## src/rtl/hsid_pkg.sv

```systemverilog
// Shared widths and state encoding for the HSI library matcher datapaths.
// The MSE block's optional mean division is enabled by HSID_MSE_MEAN_EN.
package hsid_pkg;

  localparam int HSID_WORD_WIDTH     = 32;
  localparam int HSID_DATA_WIDTH     = 16;
  localparam int HSID_DATA_WIDTH_MUL = 32;
  localparam int HSID_DATA_WIDTH_ACC = 48;
  localparam int HSID_LENGTH_BITS    = 10;

  typedef enum logic [2:0] {
    MSE_IDLE   = 3'd0,
    MSE_RUN    = 3'd1,
    MSE_DRAIN  = 3'd2,
    MSE_DIVIDE = 3'd3,
    MSE_DONE   = 3'd4
  } hsid_mse_state_t;

endpackage

```

## src/rtl/hsid_sq_df.sv

```systemverilog
// One lane of the MSE datapath: S1 registers the signed difference, S2 its square.
// A masked lane contributes a zero difference; the valid bit rides alongside.
module hsid_sq_df
  import hsid_pkg::*;
#(
  parameter int DATA_WIDTH     = HSID_DATA_WIDTH,
  parameter int DATA_WIDTH_MUL = HSID_DATA_WIDTH_MUL
) (
  input  logic                      clk,
  input  logic                      rst_n,
  input  logic                      clear,
  input  logic                      in_valid,
  input  logic                      mask,
  input  logic [DATA_WIDTH-1:0]     a,
  input  logic [DATA_WIDTH-1:0]     b,
  output logic                      out_valid,
  output logic [DATA_WIDTH_MUL-1:0] sq
);

  logic signed [DATA_WIDTH:0] d;
  logic                       d_valid;
  logic [DATA_WIDTH-1:0]      mag;

  // Squaring the magnitude keeps the multiplier unsigned and exactly 2*DATA_WIDTH wide.
  always_comb mag = d[DATA_WIDTH] ? DATA_WIDTH'(-d) : d[DATA_WIDTH-1:0];

  always_ff @(posedge clk or negedge rst_n) begin
    if (!rst_n) begin
      d         <= '0;
      d_valid   <= 1'b0;
      sq        <= '0;
      out_valid <= 1'b0;
    end else if (clear) begin
      d_valid   <= 1'b0;
      out_valid <= 1'b0;
    end else begin
      d_valid   <= in_valid;
      out_valid <= d_valid;
      if (in_valid) d <= mask ? '0 : ($signed({1'b0, a}) - $signed({1'b0, b}));
      if (d_valid) sq <= DATA_WIDTH_MUL'(mag) * DATA_WIDTH_MUL'(mag);
    end
  end

endmodule

```

## src/rtl/hsid_mse.sv

```systemverilog
// Streaming sum-of-squared-differences engine fed two band samples per word.
// With HSID_MSE_MEAN_EN defined, a 48-cycle restoring divider returns the mean instead.
module hsid_mse
  import hsid_pkg::*;
#(
  parameter int WORD_WIDTH     = HSID_WORD_WIDTH,
  parameter int DATA_WIDTH     = HSID_DATA_WIDTH,
  parameter int DATA_WIDTH_MUL = HSID_DATA_WIDTH_MUL,
  parameter int DATA_WIDTH_ACC = HSID_DATA_WIDTH_ACC,
  parameter int LENGTH_BITS    = HSID_LENGTH_BITS
) (
  input  logic                      clk,
  input  logic                      rst_n,
  input  logic                      clear,
  input  logic                      start,
  input  logic [LENGTH_BITS-1:0]    vctr_len,
  input  logic                      word_valid,
  output logic                      word_ready,
  input  logic [WORD_WIDTH-1:0]     vctr_a,
  input  logic [WORD_WIDTH-1:0]     vctr_b,
  output logic                      idle,
  output logic                      mse_valid,
  output logic [DATA_WIDTH_ACC-1:0] mse_value,
  output hsid_mse_state_t           debug_state
);

  localparam logic [2:0] ST_IDLE   = 3'd0;
  localparam logic [2:0] ST_RUN    = 3'd1;
  localparam logic [2:0] ST_DRAIN  = 3'd2;
  localparam logic [2:0] ST_DIVIDE = 3'd3;
  localparam logic [2:0] ST_DONE   = 3'd4;

  // Handshake: a word moves on a cycle where word_valid && word_ready; word_ready
  // depends only on state and remaining count, never on word_valid.
  logic [2:0]                state, state_nxt;
  logic [LENGTH_BITS-1:0]    words_left;
  logic                      odd_len;
  logic                      drain_cnt;
  logic                      start_ok, transfer, mask_lane1;
  logic                      s2_valid0, s2_valid1;
  logic [DATA_WIDTH_MUL-1:0] sq0, sq1;
  logic [DATA_WIDTH_ACC-1:0] acc;

`ifdef HSID_MSE_MEAN_EN
  localparam int CNT_W = $clog2(DATA_WIDTH_ACC);
  logic [LENGTH_BITS-1:0]    len_q;
  logic [DATA_WIDTH_ACC-1:0] div_q, div_q_nxt;
  logic [LENGTH_BITS-1:0]    div_r, div_r_nxt;
  logic [CNT_W-1:0]          div_cnt;
  assign odd_len = len_q[0];
`else
  logic odd_q;
  assign odd_len = odd_q;
`endif

  assign start_ok    = start && (state == ST_IDLE);
  assign word_ready  = (state == ST_RUN) && (words_left != '0);
  assign transfer    = word_valid && word_ready;
  assign mask_lane1  = odd_len && (words_left == LENGTH_BITS'(1));
  assign idle        = (state == ST_IDLE);
  assign mse_valid   = (state == ST_DONE);
  assign debug_state = hsid_mse_state_t'(state);

  always_comb begin
    state_nxt = state;
    case (state)
      ST_IDLE:  if (start) state_nxt = (vctr_len != '0) ? ST_RUN : ST_DONE;
      ST_RUN:   if (words_left == '0) state_nxt = ST_DRAIN;
`ifdef HSID_MSE_MEAN_EN
      ST_DRAIN:  if (drain_cnt) state_nxt = ST_DIVIDE;
      ST_DIVIDE: if (div_cnt == '0) state_nxt = ST_DONE;
`else
      ST_DRAIN:  if (drain_cnt) state_nxt = ST_DONE;
`endif
      ST_DONE:  state_nxt = ST_IDLE;
      default:  state_nxt = ST_IDLE;
    endcase
    if (clear) state_nxt = ST_IDLE;
  end

  always_ff @(posedge clk or negedge rst_n) begin
    if (!rst_n) state <= ST_IDLE;
    else        state <= state_nxt;
  end

  hsid_sq_df #(.DATA_WIDTH(DATA_WIDTH), .DATA_WIDTH_MUL(DATA_WIDTH_MUL)) u_lane0 (
    .clk(clk), .rst_n(rst_n), .clear(clear), .in_valid(transfer), .mask(1'b0),
    .a(vctr_a[DATA_WIDTH-1:0]), .b(vctr_b[DATA_WIDTH-1:0]),
    .out_valid(s2_valid0), .sq(sq0)
  );

  hsid_sq_df #(.DATA_WIDTH(DATA_WIDTH), .DATA_WIDTH_MUL(DATA_WIDTH_MUL)) u_lane1 (
    .clk(clk), .rst_n(rst_n), .clear(clear), .in_valid(transfer), .mask(mask_lane1),
    .a(vctr_a[2*DATA_WIDTH-1:DATA_WIDTH]), .b(vctr_b[2*DATA_WIDTH-1:DATA_WIDTH]),
    .out_valid(s2_valid1), .sq(sq1)
  );

`ifdef HSID_MSE_MEAN_EN
  // One quotient bit per cycle: shift in the next dividend bit, subtract if it fits.
  always_comb begin
    logic [LENGTH_BITS:0] shifted;
    shifted   = {div_r, div_q[DATA_WIDTH_ACC-1]};
    div_q_nxt = {div_q[DATA_WIDTH_ACC-2:0], 1'b0};
    div_r_nxt = shifted[LENGTH_BITS-1:0];
    if (shifted >= {1'b0, len_q}) begin
      div_r_nxt    = LENGTH_BITS'(shifted - {1'b0, len_q});
      div_q_nxt[0] = 1'b1;
    end
  end
`endif

  always_ff @(posedge clk or negedge rst_n) begin
    if (!rst_n) begin
      words_left <= '0;
      drain_cnt  <= 1'b0;
      acc        <= '0;
      mse_value  <= '0;
`ifdef HSID_MSE_MEAN_EN
      len_q      <= '0;
      div_q      <= '0;
      div_r      <= '0;
      div_cnt    <= '0;
`else
      odd_q      <= 1'b0;
`endif
    end else if (clear) begin
      words_left <= '0;
      drain_cnt  <= 1'b0;
      acc        <= '0;
      mse_value  <= '0;
    end else begin
      drain_cnt <= (state == ST_DRAIN) ? ~drain_cnt : 1'b0;
      if (s2_valid0 && s2_valid1)
        acc <= acc + DATA_WIDTH_ACC'(sq0) + DATA_WIDTH_ACC'(sq1);
      if (start_ok) begin
        words_left <= (vctr_len >> 1) + {{(LENGTH_BITS-1){1'b0}}, vctr_len[0]};
        acc        <= '0;
        mse_value  <= '0;
`ifdef HSID_MSE_MEAN_EN
        len_q      <= vctr_len;
`else
        odd_q      <= vctr_len[0];
`endif
      end else if (transfer) begin
        words_left <= words_left - LENGTH_BITS'(1);
      end
`ifdef HSID_MSE_MEAN_EN
      if (state == ST_DRAIN && drain_cnt) begin
        div_q   <= acc;
        div_r   <= '0;
        div_cnt <= CNT_W'(DATA_WIDTH_ACC - 1);
      end
      if (state == ST_DIVIDE) begin
        div_q   <= div_q_nxt;
        div_r   <= div_r_nxt;
        div_cnt <= div_cnt - CNT_W'(1);
        if (div_cnt == '0) mse_value <= div_q_nxt;
      end
`else
      if (state == ST_DRAIN && drain_cnt) mse_value <= acc;
`endif
    end
  end

endmodule

```

## config.mk

```make
export PLATFORM = sky130hd
export DESIGN_NAME = hsid_mse
export DESIGN_NICKNAME = d
export VERILOG_FILES = /design/src/rtl/hsid_pkg.sv /design/src/rtl/hsid_sq_df.sv /design/src/rtl/hsid_mse.sv
export SDC_FILE = /design/constraint.sdc
export NUM_CORES = 2
export LEC_CHECK = 0
export ABC_AREA = 1
export CAP_MARGIN = 20
export CORE_MARGIN = 3
export CORE_UTILIZATION = 37
export DETAILED_ROUTE_END_ITERATION = 7
export GPL_TIMING_DRIVEN = 0
export SETUP_SLACK_MARGIN = 0.1
export SYNTH_ARGS = -nofsm -noshare
export SYNTH_HDL_FRONTEND = slang
export SYNTH_SLANG_ARGS = --single-unit
```

## constraint.sdc

```tcl
create_clock -name clk -period 6.46 [get_ports clk]
set_clock_uncertainty 0.2 [all_clocks]
set_input_delay 0.969 -clock clk [delete_from_list [all_inputs] [get_ports clk]]
set_output_delay 0.969 -clock clk [all_outputs]
set_load 0.02 [all_outputs]
```

==> results list <==
- The run finished, with violations left.
- The checks that failed: setup timing.
* Vias per cell: 4.917
- Routed len/inst: 16.37 µm
* Highest clock frequency the design can meet: 149.9 MHz
- Instance count of the mapped netlist: 3,796
- By startpoint and endpoint, the worst setup path is classified as register to register.
- Pin count of the biggest net entering global routing: 115
* Clock-pin slew of the registers on the worst-case setup and hold paths: 0.06 ns
* Post-detailed-route count of antenna-violating nets: 0
- Setup repair after global routing could not meet its margin everywhere.
* Aggregate global-route resource usage: a little over 20%
- Cell at the slowest stage of the critical path: fa_1
* Most frequent cells after synthesis: inv_1, nand2_1, fa_1, nor2_1, ha_1
* Area occupied by registers: 5235 µm²
- Vias in the first global route: 25,970
* Max Cap Violations: 0
* CTS buffer count: 25
- Among all flip-flop cells after synthesis, the most frequent one is dfrtp_1.
* Placed Cells incl. Taps: between 4,000 and 5,000
- After detailed placement, the total cell area comes to 31,920 µm².
- Routability-driven placement finished with a final weighted congestion of 0.9247.
* Detailed router's first-iteration violation count: 1,520
- The finished cells cover around 37,000 µm².
- The number of pins with negative max-slew slack in the final report came to 0.
- The setup check on the worst reg-to-reg path leaves a slack of -0.21 ns.
- Critical path peak fanout: 7
- CTS saw 209 sinks.
* Worst slack after detailed placement: -0.9680 ns
* Portion of the post-synthesis area used by sequential elements: 17.95%
* Post-synthesis cell type with the largest combined area: fa_1
- Reg2Reg Capture Point: u_lane1.sq[25]
- Across all setup checks in the final design, the least slack found is -0.2128 ns.
- The number of hold violations in the final report came to 0.
- Number of antenna cells inserted: 0
- For this run, the number of Yosys warnings is 0.
- Before antenna repair, the detailed router went through 8 iterations.
* Wire length after detailed routing: 84,610 µm
- In this run the number of H-tree levels came out at 1.
- Cell occurring most often along the worst timing path: fa_1
- The critical path starts at u_lane1.d[0].
- CTS tree: built
* Startpoint of the worst-slack reg-to-reg timing path: u_lane1.d[0]
- Summed over its instances, the top area cell type makes up 24.59% of the synthesized netlist area.
- Floorplan core area: ~78,000 µm²
- In the final layout, the share of cells above drive strength 1 is 18.12%.
- Row generation in the floorplan step produced 102 rows.
* CTS Buffer Depth: 3
* Top cells by area in the synthesized netlist: fa_1, dfrtp_1, ha_1, inv_1, nand2_1
* Synthesized flop and latch total: 209
- # port buffers: 132
* Number of nets in the layout: around 4,800
- Count of different cell masters after synthesis: 60
* Post-synth EDFFs: 0
* Mean post-synth cell area: 7.677 µm²
- Startpoint type of the worst setup path: register
- Tmin final: 6.673 ns
- From bottom edge to top edge, the die measures about 290 µm.
* Most numerous cell in the Yosys netlist: inv_1
* Share of async-settable or async-resettable flops after synthesis: 100.0%
* Pin slew with the least headroom to its limit: just over 0.9 ns
- The cell area that synthesis handed to floorplanning was 29,140 µm².
- CP arrival: between 6 and 7 ns
* Max-slew headroom: between 30% and 40%
- The worst setup path is captured at a register.
- The multi-input combinational cells in the finished layout cover a total of 22,750 µm².
- After detailed routing, the number of remaining DRC violations is 0.
- Required time reported for the critical path endpoint: between 6 and 7 ns
- The die covers 82,170 µm².
* Starting Density: 37.50%
- The die is 286.7 µm wide.
- Initial antenna violation count: 1
* Area growth from synthesis to final layout: 25.82%
* Filler cell count: 7,497
* Source-to-sink clock delay at the later pin of the worst-skew pair: 0.57 ns
- Wire length of the first global-routing pass: about 140,000 µm
- Across all hold checks on the routed design, the worst slack comes to 0.2020 ns.
- During I/O placement, the number of pins put on the boundary was 133.
* Fin crit share: 103.3%
- Peak per-stage delay on the critical path: 0.56 ns
* Clock root buffer master: clkbuf_16
- Min-delay worst type: input port to async pin
* Via Count: between 20,000 and 30,000
- Hpwl dp: 66,950 µm
* Remaining global-route overflow: 0
* Layout Cells excl Fill: 5,168
* Number of cells on the worst reg-to-reg path: 31
- Setup violations remaining at the end of the flow were counted as 21.
## layout by cell type, fill, tap and decap left out, types with 22 or more instances in the layout
cell type / n
inv_1: 734
nand2_1: 688
fa_1: 338
nor2_1: 273
ha_1: 231
dfrtp_1: 205
o21ai_0: 192
nand3_1: 178
a21oi_1: 143
clkdlybuf4s50_1: 131
buf_4: 122
inv_2: 73
nand2_2: 65
nor2_4: 57
nor2_2: 42
nand2_4: 39
buf_6: 34
ha_4: 33
nand4_1: 30
nand3_2: 30
xor2_1: 29
clkbuf_16: 26
xnor2_1: 26
a21oi_4: 24
nor3_1: 24
clkbuf_1: 22
o22ai_1: 22
## layer usage
layer,vias up,track usage [%],share of wire [%]
met5,-,0,0.021
met4,2,4.670,2.6
met3,147,3.400,5.8
met2,708,34.67,47
met1,12130,27.51,44
li1,12420,-,-
## final cells by class
| class | count | area share (%) |
|---|---|---|
| clock inverter | 13 | 0.7166 |
| multi-input combinational | 2695 | 62.04 |
| buffer | 64 | 1.222 |
| tap | 1040 | 3.549 |
| sequential | 209 | 14.28 |
| timing repair buffer | 285 | 7.504 |
| inverter | 829 | 8.794 |
| clock buffer | 33 | 1.897 |
## flip-flops by register name, indices dropped and copies added (netlist names)
name / cells
mse_value: 48
u_lane0.d: 17
u_lane0.sq: 31
u_lane0.out_valid: 1
u_lane1.d: 17
words_left: 10
debug_state: 3
u_lane0.d_valid: 1
acc: 48
drain_cnt: 1
odd_len: 1
u_lane1.sq: 31
## worst max-delay path by stage
stage / to / slack (ns) / cells after the start
floorplan: u_lane0.sq[20] / 0.10 / 32
global placement: u_lane0.d[0] / -5.87 / 1
detailed placement: u_lane0.sq[20] / -0.97 / 29
CTS: u_lane1.sq[29] / -0.09 / 34
global route: u_lane1.sq[29] / -0.42 / 34
finish: u_lane1.sq[25] / -0.21 / 31
## cells by family (layout without fill, tap and decap cells)
kind of cell,after synthesis,count (layout),share of synthesized area [%]
buffers and inverters,894,1224,11.97
DFF,209,209,17.95
xor gates and xnor gates,71,71,2.610
AOI/OAI and AO/OA,503,503,9.454
other,1,2,0.01287
and+or+nand+nor,1492,1493,21.91
muxes,1,1,0.03864
adders and majority gates,625,625,36.06
## metrics by stage
step / setup TNS, ns / util, %
3_5_place_dp: -29.54 / 41.07
5_1_grt: -9.005 / 47.18
3_3_place_gp: -1070.48 / 41.03
2_1_floorplan: 0 / -
6_report: -1.603 / 47.18
4_1_cts: -0.3148 / 45.21
## worst max-delay path, delay by kind of cell (launching register included)
family / cells / cell delay (ns)
adder cells (fa/ha/maj): 8 / 3.55
flip-flops: 1 / 0.43
AO/OA/AOI/OAI: 1 / 0.08
buffers and inverters: 8 / 0.65
AND/OR/NAND/NOR: 13 / 1.46
XOR/XNOR: 1 / 0.18
## timing repair
item                       CTS  global route
gates resized for setup    400           257
pin swaps                  147           165
cloned                       1             0
hold buffers                 0             0
buffers inserted            86            66
setup endpoints to repair   47            44
Power is not shown: default switching activity piles up to over one toggle a cycle in this logic, so the estimate is an artifact.
